<file path="src/rtl/conv_seq_ctrl.sv">
// Sequencer for the 1-D convolution datapath: walks every output position,
// issues the X/F read pairs, aligns accumulator control to the MAC pipeline.
module conv_seq_ctrl #(
   parameter int N       = 16,
   parameter int M       = 4,
   parameter int MAC_LAT = 2,
   parameter int XW      = $clog2(N),
   parameter int FW      = $clog2(M)
) (
   input  logic          clk,
   input  logic          reset,
   input  logic          start_i,
   output logic          rd_en_o,
   output logic [XW-1:0] x_addr_o,
   output logic [FW-1:0] f_addr_o,
   output logic          clr_acc_o,
   output logic          acc_en_o,
   output logic          m_valid_y_o,
   input  logic          m_ready_y_i,
   output logic          done_o
);

   localparam int DW = (MAC_LAT > 1) ? $clog2(MAC_LAT) : 1;
   localparam logic [XW-1:0] LAST_J = XW'(N - M);
   localparam logic [FW-1:0] LAST_K = FW'(M - 1);
   localparam logic [DW-1:0] LAST_D = DW'(MAC_LAT - 1);

   typedef enum logic [2:0] {
      IDLE,
      ISSUE,
      DRAIN,
      OUT,
      DONE
   } state_e;

   state_e             state_q, state_d;
   logic [XW-1:0]      j_q, j_d;
   logic [FW-1:0]      k_q, k_d;
   logic [DW-1:0]      d_q, d_d;
   logic [MAC_LAT-1:0] rdPipe_q;
   logic [MAC_LAT-1:0] clrPipe_q;
   logic               issue;
   logic               issueFirst;

   assign issue      = (state_q == ISSUE);
   assign issueFirst = issue && (k_q == '0);

   always_ff @(posedge clk) begin
      if (reset) begin
         state_q <= IDLE;
         j_q     <= '0;
         k_q     <= '0;
         d_q     <= '0;
      end else begin
         state_q <= state_d;
         j_q     <= j_d;
         k_q     <= k_d;
         d_q     <= d_d;
      end
   end

   // The drain phase lets the last product of an output reach the
   // accumulator before the result is offered downstream.
   always_comb begin
      state_d = state_q;
      j_d     = j_q;
      k_d     = k_q;
      d_d     = d_q;
      case (state_q)
         IDLE: begin
            if (start_i) begin
               state_d = ISSUE;
               j_d     = '0;
               k_d     = '0;
            end
         end
         ISSUE: begin
            if (k_q == LAST_K) begin
               state_d = DRAIN;
               k_d     = '0;
               d_d     = '0;
            end else begin
               k_d = k_q + FW'(1);
            end
         end
         DRAIN: begin
            if (d_q == LAST_D) begin
               state_d = OUT;
            end else begin
               d_d = d_q + DW'(1);
            end
         end
         OUT: begin
            if (m_ready_y_i) begin
               if (j_q == LAST_J) begin
                  state_d = DONE;
               end else begin
                  j_d     = j_q + XW'(1);
                  state_d = ISSUE;
               end
            end
         end
         DONE: begin
            state_d = IDLE;
            j_d     = '0;
         end
         default: begin
            state_d = IDLE;
         end
      endcase
   end

   // Delay lines matching the memory + multiplier latency; cleared on reset
   // so an aborted run leaves no stray accumulator updates behind.
   always_ff @(posedge clk) begin
      if (reset) begin
         rdPipe_q  <= '0;
         clrPipe_q <= '0;
      end else begin
         rdPipe_q  <= (rdPipe_q << 1) | MAC_LAT'(issue);
         clrPipe_q <= (clrPipe_q << 1) | MAC_LAT'(issueFirst);
      end
   end

   assign rd_en_o     = issue;
   assign x_addr_o    = j_q + XW'(k_q);
   assign f_addr_o    = k_q;
   assign acc_en_o    = rdPipe_q[MAC_LAT-1];
   assign clr_acc_o   = clrPipe_q[MAC_LAT-1];
   assign m_valid_y_o = (state_q == OUT);
   assign done_o      = (state_q == DONE);

endmodule

</file>
<file path="config.mk">
export PLATFORM = sky130hd
export DESIGN_NAME = conv_seq_ctrl
export DESIGN_NICKNAME = d
export VERILOG_FILES = /design/src/rtl/conv_seq_ctrl.sv
export SDC_FILE = /design/constraint.sdc
export NUM_CORES = 1
export LEC_CHECK = 0
export BUFFER_PORTS_ARGS = -buffer_cell sky130_fd_sc_hd__buf_2
export CORE_UTILIZATION = 30
export DETAILED_ROUTE_END_ITERATION = 12
export GPL_TIMING_DRIVEN = 0
export HOLD_SLACK_MARGIN = 0.15
export SYNTH_ARGS = -nofsm -noshare
export SYNTH_HDL_FRONTEND = slang
export SYNTH_SLANG_ARGS = --single-unit
</file>
<file path="constraint.sdc">
create_clock -name clk -period 1.56 [get_ports clk]
set_clock_uncertainty 0.2 [all_clocks]
set_input_delay 0.234 -clock clk [delete_from_list [all_inputs] [get_ports clk]]
set_output_delay 0.234 -clock clk [all_outputs]
set_load 0.1 [all_outputs]
</file>
==> flow_summary.json <==
{
  "clock_latency_ns": 0.28,
  "ys_async_sr_fraction_pct": 0,
  "drv_cap": 0,
  "viasPerCell": 5.01,
  "rsz0062_at_grt": "true",
  "regArea_um2": 302,
  "worstRegToRegCells": 7,
  "slew_headroom_pct": 68.0,
  "clkTransAtPathRegs_ns": 0.08,
  "min_path_cells": 4,
  "grt_max_degree": 11,
  "synthTopCellsByCount": "dfxtp_1, inv_1, ha_1, nand2_1, nor2_1",
  "critical_path_required_ns": 1.13,
  "fin_crit_ns": 2.04,
  "p_per_area_nw_per_um2": 611,
  "leakage_nw": 0.581,
  "route.final.wire_length_mm": 2.15,
  "ys_seq_elements": 14,
  "synth_edf_count": 0,
  "timing.rr.start": "state_q[2]",
  "yosysSeqAreaShare_pct": 36.3,
  "max_stage_delay_ns": 0.54,
  "hold_viol": 0,
  "ant_nets": 0,
  "maxSlewViolCount": 0,
  "htreeDepth": 1,
  "instances_no_fill": 153,
  "peakVddDrop_mv": 0.391,
  "crit_arrival_ns": 1.61,
  "yosysTopAreaCell": "dfxtp_1",
  "diodes": 0,
  "synth_flop_cell": "dfxtp_1",
  "max-clock-path-buffers": 2,
  "grt_usage_pct": 16.7,
  "hpwlAfterDp_mm": 1.26,
  "syn_nets": 94,
  "setup_violations": 10,
  "routed-via-count": 766,
  "io_pins": 15,
  "drive_gt1_share_pct": 60.2,
  "hold_start": "m_ready_y_i",
  "status": "complete, but fails checks",
  "cts_tree": "done",
  "max_slew.worst_pin.slew_ns": 0.484,
  "routabilityCongestion": 0.725,
  "rrSetupSlack_ns": -0.18,
  "ys_top_cells_by_area": "dfxtp_1, ha_1, inv_1",
  "multiInputGateArea_um2": 578,
  "min_period_over_period_pct": 131,
  "cts.sinks": 14,
  "hold-path-endpoint": "state_q[1]",
  "root_buffer": "clkbuf_4",
  "yosysMostFrequentCell": "dfxtp_1",
  "final.fill_count": 200,
  "critPathSlowestCell": "fa_2",
  "avgSynthCellArea_um2": 9.30,
  "post-place-cells": 127,
  "fin_ws_ns": -0.481,
  "start_kind": "flip-flop",
  "syn2layout_area_growth_pct": 83.0,
  "grt_pass1_wl_mm": 3.21,
  "violations": "setup timing",
  "cts_buffers": 3,
  "path_class": "flip-flop to output port",
  "yosys_warnings": 0,
  "avgRoutedWirePerCell_um": 14.0,
  "worstPathMaxFanout": 2,
  "antenna_found_initial": 0,
  "dieArea_um2": 2780,
  "overflow": 0,
  "row_count": 18,
  "die_width_um": 52.7,
  "synth_area_um2": 772,
  "drtIter0Drc": 27,
  "initial_core_util_pct": 31.4,
  "r2r-end": "j_q[3]",
  "fin_nets": 135,
  "drc": 0,
  "end_kind": "output port",
  "dr.pass1.iters": 4,
  "grt_pass1_vias": 690,
  "min_path_type": "input pin to flip-flop",
  "path_cells": "ha_4 > inv_2 > fa_2 > clkinvlp_4 > buf_8",
  "die_y_um": 52.7,
  "hold_ws_ns": 0.172,
  "numPortBuffers": 14,
  "synth_top_area_share_pct": 36.3,
  "ys_types": 35,
  "coreArea_um2": 2450,
  "synth_cells": 83,
  "fmax_mhz": 490
}
[kinds of logic (layout without fill, tap and decap cells)]
family                     after synthesis  count (layout)  synth area share (%)
xor gates and xnor gates                 2               2                  2.27
and+or+nand+nor                         28              28                  21.2
DFF                                     14              14                  36.3
adders and majority gates                7               7                  12.3
AOI/OAI and AO/OA                       16              16                  15.4
buffers and inverters                   14              54                  9.88
muxes                                    2               2                  2.59
[sequential cells by signal (all words and copies together) (netlist names)]
register,cells
j_q,4
state_q,3
clrPipe_q,2
f_addr_o,2
rdPipe_q,2
d_q,1
[power by group]
group	internal, mW	switching, mW	leakage [nW]
Sequential	0.365	0.00752	0.119
Combinational	0.102	0.170	0.447
Clock	0.0994	0.118	0.0150
Total	0.567	0.296	0.581
[worst max path at each step]
stage	startpoint	slack (ns)	to
6_report	j_q[0]	-0.48	x_addr_o[1]
5_1_grt	f_addr_o[0]	-0.54	x_addr_o[1]
4_1_cts	f_addr_o[0]	-0.49	x_addr_o[1]
3_5_place_dp	j_q[0]	-0.39	x_addr_o[2]
3_3_place_gp	j_q[0]	-0.39	x_addr_o[2]
2_1_floorplan	f_addr_o[0]	-0.62	x_addr_o[2]
[layout make-up]
cell class / instances / area share [%]
Tap cell: 30 / 2.66
Buffer: 4 / 2.92
Inverter: 9 / 3.28
Sequential cell: 14 / 21.3
Multi-Input combinational cell: 55 / 40.9
Clock buffer: 4 / 1.86
Timing Repair Buffer: 37 / 27.0
[worst max-delay path, delay by kind of cell (launching register included)]
kind / cells / cell delay [ns]
adder cells (fa/ha/maj): 2 / 0.67
flip-flops: 1 / 0.37
buffers and inverters: 3 / 0.29
[layout by cell type, fill, tap and decap left out, drive strengths merged]
master / count
or4: 1
nand2b: 3
inv: 7
dfxtp: 14
o32ai: 1
clkinvlp: 2
ha: 6
a2bb2oi: 1
o31ai: 3
a211oi: 1
clkbuf: 4
nor2: 4
or3: 1
dlygate4sd3: 3
a311oi: 2
nand2: 4
o21ba: 1
a21o: 1
buf: 38
and3: 3
or3b: 1
a21oi: 3
nor2b: 2
and2: 1
nand3b: 1
nand4b: 1
o21ai: 1
fa: 1
mux2i: 2
a41o: 1
xnor2: 2
nor3: 2
a31oi: 1
nand3: 2
and3b: 1
nor4: 1
[metal layers]
metal / share of wire (%) / track usage [%] / up-vias
li1: - / - / 373
met1: 41 / 18.3 / 357
met2: 53 / 28.9 / 30
met3: 4.7 / 5.80 / 6
met4: 1.5 / 7.02 / 0
met5: 0 / 0 / -
[through the flow]
stage | setup TNS [ns] | worst slack, ns | area, µm² | power, mW | utilization, %
5_1_grt | -3.02 | -0.538 | 1410 | 0.905 | 57.5
6_report | -2.45 | -0.481 | 1410 | 0.862 | 57.5
2_1_floorplan | -1.90 | -0.624 | 883 | 0.555 | -
3_3_place_gp | -1.40 | -0.386 | 991 | 0.583 | 40.4
3_5_place_dp | -1.53 | -0.394 | 991 | 0.584 | 40.4
4_1_cts | -2.17 | -0.490 | 1280 | 0.848 | 52.3
[timing repair]
action                                  4_1_cts  5_1_grt
gates resized for setup                      43       18
pin swaps                                     9        8
hold buffers                                  3        0
buffers inserted                             12       10
hold endpoints to repair                      4        0
endpoints found under the setup margin       12       15
(Power assumes the default switching activity.)
